==> src/rtl/ias_pkg.sv <==
// rtl/ias_pkg.sv - shared IAS word/byte constants, reader state enum and field helpers
package ias_pkg;

  localparam int WORD_W         = 40;
  localparam int BYTE_W         = 8;
  localparam int BYTES_PER_WORD = 5;
  localparam int LANE_W         = 3;

  localparam logic [LANE_W-1:0] LAST_LANE = LANE_W'(BYTES_PER_WORD - 1);

  // Left instruction occupies the upper half of the word, right instruction the lower half
  localparam int INSTR_W  = 20;
  localparam int LEFT_HI  = 39;
  localparam int LEFT_LO  = 20;
  localparam int RIGHT_HI = 19;
  localparam int RIGHT_LO = 0;

  typedef enum logic [1:0] {
    IDLE  = 2'd0,
    ISSUE = 2'd1,
    DRAIN = 2'd2,
    RESP  = 2'd3
  } reader_state_e;

  function automatic logic [INSTR_W-1:0] left_instr(input logic [WORD_W-1:0] word);
    return word[LEFT_HI:LEFT_LO];
  endfunction

  function automatic logic [INSTR_W-1:0] right_instr(input logic [WORD_W-1:0] word);
    return word[RIGHT_HI:RIGHT_LO];
  endfunction

endpackage

==> src/rtl/ias_byte_assembler.sv <==
// rtl/ias_byte_assembler.sv - 40-bit shift register that packs returned bytes into an IAS word
module ias_byte_assembler
  import ias_pkg::*;
(
  input  logic              clk,
  input  logic              rst,
  input  logic              clr,
  input  logic              shift_en,
  input  logic [BYTE_W-1:0] byte_in,
  output logic [WORD_W-1:0] word_out
);

  logic [WORD_W-1:0] word_q;
  logic [WORD_W-1:0] word_d;

  // Bytes enter at the low end, so the first byte read ends up in the top lane
  always_comb begin
    word_d = word_q;
    if (clr) begin
      word_d = '0;
    end else if (shift_en) begin
      word_d = {word_q[WORD_W-BYTE_W-1:0], byte_in};
    end
  end

  // Assembly register
  always_ff @(posedge clk) begin
    if (rst) begin
      word_q <= '0;
    end else begin
      word_q <= word_d;
    end
  end

  assign word_out = word_q;

endmodule

==> src/rtl/ias_word_reader.sv <==
// rtl/ias_word_reader.sv - issues five byte reads per request and returns the assembled 40-bit word
module ias_word_reader
  import ias_pkg::*;
#(
  parameter int ADDR_W = 12
) (
  input  logic              clk,
  input  logic              rst,
  input  logic              req_valid,
  output logic              req_ready,
  input  logic [ADDR_W-1:0] req_addr,
  output logic              mem_rd_en,
  output logic [ADDR_W-1:0] mem_word_addr,
  output logic [2:0]        mem_byte_sel,
  input  logic [7:0]        mem_rdata,
  output logic              rsp_valid,
  input  logic              rsp_ready,
  output logic [39:0]       rsp_data
);

  reader_state_e     state_q, state_d;
  logic [LANE_W-1:0] lane_q, lane_d;
  logic [ADDR_W-1:0] addr_q, addr_d;
  logic              cap_q, cap_d;
  logic              req_hs;
  logic              rsp_hs;

  assign req_hs = req_valid & req_ready;
  assign rsp_hs = rsp_valid & rsp_ready;

  // State register
  always_ff @(posedge clk) begin
    if (rst) begin
      state_q <= IDLE;
    end else begin
      state_q <= state_d;
    end
  end

  // Next-state: one pass through the five lanes, one drain cycle, then hold until consumed
  always_comb begin
    state_d = state_q;
    unique case (state_q)
      IDLE:    if (req_hs) state_d = ISSUE;
      ISSUE:   if (lane_q == LAST_LANE) state_d = DRAIN;
      DRAIN:   state_d = RESP;
      RESP:    if (rsp_hs) state_d = IDLE;
      default: state_d = IDLE;
    endcase
  end

  // Outputs decoded from state; lane select is forced to 0 outside ISSUE so 5..7 never escape
  always_comb begin
    req_ready    = (state_q == IDLE) && !rst;
    mem_rd_en    = (state_q == ISSUE);
    mem_byte_sel = (state_q == ISSUE) ? lane_q : 3'd0;
    rsp_valid    = (state_q == RESP);
  end

  // Datapath next values: latched address, lane counter, and one-cycle-delayed capture strobe
  always_comb begin
    addr_d = addr_q;
    lane_d = lane_q;
    cap_d  = mem_rd_en;
    if (req_hs) begin
      addr_d = req_addr;
      lane_d = '0;
    end else if (state_q == ISSUE) begin
      lane_d = (lane_q == LAST_LANE) ? '0 : lane_q + 1'b1;
    end
  end

  // Datapath registers
  always_ff @(posedge clk) begin
    if (rst) begin
      addr_q <= '0;
      lane_q <= '0;
      cap_q  <= 1'b0;
    end else begin
      addr_q <= addr_d;
      lane_q <= lane_d;
      cap_q  <= cap_d;
    end
  end

  assign mem_word_addr = addr_q;

  ias_byte_assembler u_assembler (
    .clk      (clk),
    .rst      (rst),
    .clr      (req_hs),
    .shift_en (cap_q),
    .byte_in  (mem_rdata),
    .word_out (rsp_data)
  );

endmodule

==> config.mk <==
export PLATFORM = sky130hd
export DESIGN_NAME = ias_word_reader
export DESIGN_NICKNAME = d
export VERILOG_FILES = /design/src/rtl/ias_pkg.sv /design/src/rtl/ias_byte_assembler.sv /design/src/rtl/ias_word_reader.sv
export SDC_FILE = /design/constraint.sdc
export NUM_CORES = 1
export LEC_CHECK = 0
export CELL_PAD_IN_SITES_DETAIL_PLACEMENT = 0
export CELL_PAD_IN_SITES_GLOBAL_PLACEMENT = 1
export CORE_ASPECT_RATIO = 0.6
export CORE_MARGIN = 3
export CORE_UTILIZATION = 33
export DETAILED_ROUTE_END_ITERATION = 16
export GPL_TIMING_DRIVEN = 0
export PLACE_DENSITY = 0.91
export SETUP_SLACK_MARGIN = 0.05
export SLEW_MARGIN = 20
export SYNTH_ARGS = -nofsm -noshare
export SYNTH_HDL_FRONTEND = slang
export SYNTH_HIERARCHICAL = 1
export SYNTH_SLANG_ARGS = --single-unit
==> constraint.sdc <==
create_clock -name clk -period 1.71 [get_ports clk]
set_input_delay 0.171 -clock clk [delete_from_list [all_inputs] [get_ports clk]]
set_output_delay 0.171 -clock clk [all_outputs]
set_load 0.03 [all_outputs]
==> flow_metrics.tcl, run 1 <==
set metrics [dict create \
    detail_route.first_pass.iterations 4 \
    viasPerCell 4.46 \
    cp-start-kind "flip-flop" \
    drive_above_1_share_pct 13.9 \
    grt_overflow 0 \
    initial_core_util_pct 35.8 \
    cts_root_buffer "clkbuf_16" \
    clk_latency_ns 0.32 \
    syn2layout_area_growth_pct 53.4 \
    multiInputGateArea_um2 1020 \
    cts_sinks 58 \
    critPathCaptureType "output port" \
    cts_max_level 3 \
    nNetsFinal 350 \
    rsz0062_at_grt "no" \
    cap_violations 0 \
    drt_wl_total_um 5550 \
    cp.required_ns 1.54 \
    grt_usage_pct 14.5 \
    critPathBufInv 2 \
    postLayoutCoreUtil_pct 55.0 \
    num_vias 1819 \
    die-width_um 114 \
    ys_types 23 \
    syn_area_per_cell_um2 10.1 \
    syn_area_um2 2300 \
    synth_nets 259 \
    min-delay-start "req_addr[1]" \
    timing.fmax_mhz 633 \
    hold_viol 0 \
    cts.reportedPaths.clkPinSlew_ns 0.05 \
    final-setup-viol-count 0 \
    drc 0 \
    synthFlopType "dfxtp_1" \
    synth_area_leaders "dfxtp_1 (51%), mux2i_1 (19%), nor2_1 (6.5%)" \
    mostFrequentLayoutCell "clkdlybuf4s50_1" \
    fin_cells 408 \
    fin_crit_sh_pct 92.4 \
    r2r_start "state_q[1]$_SDFFE_PP0P_" \
    p_seq_share_pct 34.0 \
    p_per_area_nw_per_um2 1290 \
    port_buffers 81 \
    cp_slowest_cell "dfxtp_2" \
    synth_edf_count 0 \
    cts_made_buffers 9 \
    slew_headroom_pct 77.1 \
    cp_cell_sequence "inv_1 -> ha_4 -> and2_1 -> clkdlybuf4s15_2" \
    cp_slowest_stage_delay_ns 0.33 \
    ys_seq_area_share_pct 50.5 \
    slew_viol_final 0 \
    status "complete, no violations" \
    yosysTopAreaCellShare_pct 50.5 \
    skew_ns 0.00390 \
    max-vdd-ir-drop_v 0.000595 \
    grt_pass1_vias 1768 \
    rows 22 \
    detail_route.wl_per_cell_um 13.6 \
    antenna_found_initial 0 \
    coreArea_um2 6410 \
    crit_arrival_ns 1.41 \
    ioPinCount 82 \
    grt_pass1_wl_um 9030 \
    antennaDiodeCount 0 \
    p_int_mw 3.19 \
    p_leak_nw 1.33 \
    die_area_um2 8030 \
    path_class "flip-flop to output port" \
    final_antenna_net_count 0 \
    yosysWarningCount 6 \
    min_path_type "input port to flip-flop" \
    critPathTopFamily "buffers and inverters" \
    crit_fanout 10 \
    fill_cells 598 \
    tritoncts "yes" \
    drt-initial-drc-count 69 \
    startpoint "state_q[1]$_SDFFE_PP0P_" \
    hpwl_um 4180 \
    place.gp.congestion 0.716 \
    synth_top_area_cell "dfxtp_1" \
    final_cell_mix "clkdlybuf4s50_1 (75), dfxtp_1 (56), mux2i_1 (43)" \
    clockPowerShare_pct 38.3 \
    placed_cells 393 \
    netlist_instances 228 \
    swShare_pct 29.5 \
    p_sw_mw 1.34 \
    die_h_um 70.6 \
    worst_slew_pin_slew_ns 0.343 \
    clk_path_buf_depth 2 \
    synth-seq-cells 58 \
    seqCellArea_um2 1170 \
    synth_async_sr_flop_share_pct 0 \
    finalCriticalPeriod_ns 1.58 \
    p_comb_share_pct 27.6 \
    grt_start_max_net_pins 11 \
]
==> layer usage <==
metal	routed length [µm]	part of all wire (%)	global-route usage, %
met5	0	0	0
met1	2870	52	20.4
met2	2230	40	19.4
met3	425	7.7	5.98
met4	21	0.38	5.60
==> registers in the layout, summed over array words and instances, names as in the netlist <==
signal and cells:
cap_q 1, state_q 2, u_assembler/word_out 40, mem_word_addr 12
lane_q 3
==> power groups by stage <==
stage,Clock [mW],Sequential (mW),Combinational [mW]
after floorplan,0,1.69,0.736
after global placement,0,1.55,1.25
after detailed placement,0,1.56,1.26
after CTS,1.79,1.54,1.28
after global routing,1.85,1.56,1.37
final,1.74,1.54,1.25
==> final timing paths <==
kind / endpoint / slack (ns) / depth (start not counted)
setup / recovery: mem_byte_sel[2] / 0.13 / 4
hold / removal: mem_word_addr[1]$_SDFFE_PP0P_ / 0.40 / 3
setup reg to reg: u_assembler/word_out[37]$_SDFFE_PP0P_ / 0.17 / 7
hold reg to reg: mem_word_addr[1]$_SDFFE_PP0P_ / 0.45 / 2
==> cells in the mapped netlist, types with 4 or more instances <==
| cell | n |
|---|---|
| dfxtp_1 | 58 |
| mux2i_1 | 43 |
| nor2_1 | 40 |
| nand2_1 | 26 |
| a21oi_1 | 13 |
| ha_1 | 7 |
| inv_1 | 6 |
| buf_4 | 5 |
| buf_6 | 5 |
| and2_1 | 4 |
| buf_2 | 4 |
| nand2b_1 | 4 |
==> tightest hold or removal path: stages <==
cell,delay [ns]
clkdlybuf4s50_1,0.39
nand2_1,0.05
a21oi_1,0.05
==> through the flow <==
stage	setup TNS [ns]	power [mW]	hold slack (ns)	cell area (µm²)	setup slack, ns
CTS	0	4.61	0.384	3540	0.0402
floorplan	0	2.42	0.307	2300	0.102
global placement	-0.189	2.80	0.442	3220	-0.0733
finish	0	4.53	0.398	3520	0.129
global route	0	4.78	0.405	3520	0.0560
detailed placement	-0.287	2.82	0.446	3220	-0.0845
==> cells by family after synthesis <==
family	Yosys count	share of synthesized area [%]
and+or+nand+nor	81	15.4
DFF	58	50.5
muxes	43	18.7
buffers and inverters	21	6.15
AOI/OAI and AO/OA	18	5.39
adders and majority gates	7	3.81
==> cell type report <==
class                           count  area share, %
Sequential cell                    58           33.1
Inverter                            6          0.639
Timing Repair Buffer               81           22.7
Tap cell                           84           2.98
Clock buffer                       11           6.89
Multi-Input combinational cell    149           28.9
Clock inverter                      5           1.53
Buffer                             14           3.23
==> what timing repair did <==
action / CTS / global route
endpoints found under the setup margin: 46 / 42
endpoints found under the hold margin: 0 / 0
hold buffers: 0 / 0
buffers inserted: 0 / 0
gates resized for setup: 19 / 6
pin swaps: 0 / 0
cloned: 0 / 0
Note: power is estimated with default switching activity, not from simulation.
==> inputs of run 2 (changes only) <==
CORE_UTILIZATION = 32   (was 33)
PLACE_DENSITY = 0.9   (was 0.91)
SYNTH_HIERARCHICAL = unset   (was 1)
==> flow_metrics.tcl, run 2 <==
set metrics [dict create \
    initial_core_util_pct 34.2 \
    yosysTopAreaCellShare_pct 53.7 \
    clk_path_buf_depth 2 \
    p_per_area_nw_per_um2 1280 \
    clockPowerShare_pct 39.2 \
    grt_usage_pct 14.3 \
    p_seq_share_pct 35.6 \
    largest_reg_flops 40 \
    worst_slack_ns 0.136 \
    antennaDiodeCount 0 \
    timing.fmax_mhz 635 \
    grt_pass1_wl_um 8870 \
    cp_slowest_stage_delay_ns 0.71 \
    cts_made_buffers 9 \
    min-delay-start "req_addr[10]" \
    syn2layout_area_growth_pct 55.3 \
    ioPinCount 82 \
    synthFlopType "dfxtp_1" \
    cts.reportedPaths.clkPinSlew_ns 0.05 \
    netlist_instances 202 \
    die-width_um 112 \
    cts_root_buffer "clkbuf_16" \
    final_cell_mix "clkdlybuf4s50_1 (75), dfxtp_1 (57), mux2i_1 (41), nor2_1 (41), a22o_1 (12)" \
    cp-start-kind "flip-flop" \
    swShare_pct 29.0 \
    startpoint "u_assembler.word_out[12]$_SDFFE_PP0P_" \
    drive_above_1_share_pct 11.4 \
    final-setup-viol-count 0 \
    critPathTopFamily "buffers and inverters" \
    ys_seq_area_share_pct 53.7 \
    critPathCaptureType "output port" \
    cp.required_ns 1.54 \
    finalCriticalPeriod_ns 1.57 \
    hpwl_um 3950 \
    die_area_um2 7810 \
    cts_max_level 3 \
    port_buffers 81 \
    synth_nets 233 \
    synth-seq-cells 58 \
    fin_tns_setup_ns 0 \
    detail_route.wl_per_cell_um 13.8 \
    coreArea_um2 6330 \
    holdWs_ns 0.438 \
    rows 22 \
    ys_types 22 \
    status "complete, no violations" \
    crit_arrival_ns 1.40 \
    grt_overflow 0 \
    syn_area_um2 2160 \
    skew_ns 0.00363 \
    cp_slowest_cell "clkdlybuf4s50_1" \
    final_antenna_net_count 0 \
    cp_cell_sequence "clkdlybuf4s50_1" \
    r2r_start "state_q[0]$_SDFFE_PP0P_" \
    max-vdd-ir-drop_v 0.000631 \
    place.gp.congestion 0.717 \
    slew_headroom_pct 75.4 \
    yosysMostFrequentCell "dfxtp_1" \
    syn_area_per_cell_um2 10.7 \
    worst_slew_pin_slew_ns 0.367 \
    fin_crit_sh_pct 92.0 \
    route.met3.wl_um 472 \
    synth_area_leaders "dfxtp_1 (54%), mux2i_1 (19%), nor2_1 (7.1%)" \
    p_int_mw 3.05 \
    ys_top_cells_by_count "dfxtp_1 (58), mux2i_1 (41), nor2_1 (41), a22o_1 (12), ha_1 (7)" \
    synth_edf_count 0 \
    synth_top_area_cell "dfxtp_1" \
    cts_post_setup_buffers_inserted 0 \
    wl_met2_um 2170 \
    min_path_type "input port to flip-flop" \
    yosysWarningCount 0 \
    drc 0 \
    dp_slack_ns -0.0683 \
    reg2regPathDepth 6 \
    wl_met1_um 2570 \
    cts_sinks 58 \
    path_class "flip-flop to output port" \
    die_h_um 69.7 \
    highest_layer "met4" \
    crit_fanout 3 \
    detail_route.first_pass.iterations 4 \
    clk_latency_ns 0.32 \
    p_comb_share_pct 25.2 \
    path_depth 1 \
    antenna_found_initial 0 \
    slew_viol_final 0 \
    hold_depth 2 \
    cap_violations 0 \
    grt_pass1_vias 1821 \
    final_area_um2 3360 \
    hold_viol 0 \
    drt-initial-drc-count 50 \
    p_leak_nw 1.27 \
    num_vias 1737 \
    viasPerCell 4.55 \
    p_sw_mw 1.25 \
    drt_wl_total_um 5290 \
    critPathBufInv 1 \
    placed_area_um2 3080 \
    nNetsFinal 325 \
    synth_async_sr_flop_share_pct 0 \
    grt_start_max_net_pins 11 \
    mostFrequentLayoutCell "clkdlybuf4s50_1" \
    tritoncts "yes" \
    rsz0062_at_grt "no" \
]
==> run 2: metrics by stage <==
step / util [%] / instances / total power [mW]
3_3_place_gp: 48.7 / 367 / 2.64
5_1_grt: 53.0 / 382 / 4.51
4_1_cts: 52.9 / 382 / 4.35
6_report: 53.0 / 382 / 4.30
2_1_floorplan: - / 202 / 2.29
3_5_place_dp: 48.7 / 367 / 2.66
==> run 2: per-layer routing <==
metal  track usage, %  vias to the layer above
met5                0                        -
met4             4.80                        0
met3             7.59                       10
met2             20.0                       54
met1             18.7                      797
li1                 -                      876
==> run 2: final timing paths <==
path                                                       end  slack [ns]
worst min-delay path            mem_word_addr[10]$_SDFFE_PP0P_        0.44
worst max register to register   mem_word_addr[5]$_SDFFE_PP0P_        0.15
worst min register to register   mem_word_addr[0]$_SDFFE_PP0P_        0.48
worst max-delay path                              rsp_data[12]        0.14
==> run 2: logic make-up (layout without fill, tap and decap cells) <==
logic type | Yosys count | in the layout | share of synthesized area, %
buffers and inverters | 17 | 113 | 3.59
DFF | 58 | 58 | 53.7
muxes | 41 | 41 | 19.0
adders and majority gates | 7 | 7 | 4.05
AOI/OAI and AO/OA | 21 | 21 | 8.22
and+or+nand+nor | 58 | 58 | 11.5
==> run 2: power groups by stage <==
stage	combinational (mW)	sequential, mW	clock, mW
6_report	1.08	1.53	1.68
5_1_grt	1.17	1.54	1.79
4_1_cts	1.09	1.53	1.73
3_5_place_dp	1.11	1.56	0
3_3_place_gp	1.08	1.55	0
2_1_floorplan	0.609	1.68	0
==> run 2: area by class of cell <==
cell class              count  area (µm²)
multi-input cells         127         928
clock inverters             2        10.0
plain buffers              12        65.1
repair buffers             81         788
clock buffers              13         280
fillers                   585        2970
flip-flops and latches     58        1160
inverters                   5        18.8
well taps                  84         105
==> run 2: repair_timing <==
action / in CTS / in global routing
pin swaps: 0 / 0
resized for setup: 23 / 10
hold buffers: 0 / 0
setup endpoints to repair: 6 / 50
==> run 2: worst reg2reg max path, cell delays in order (launching register included) <==
cell and delay [ns]:
dfxtp_1 0.38, inv_1 0.10, ha_1 0.24, nor2b_2 0.16
and2_1 0.18, buf_2 0.18, a22o_1 0.20
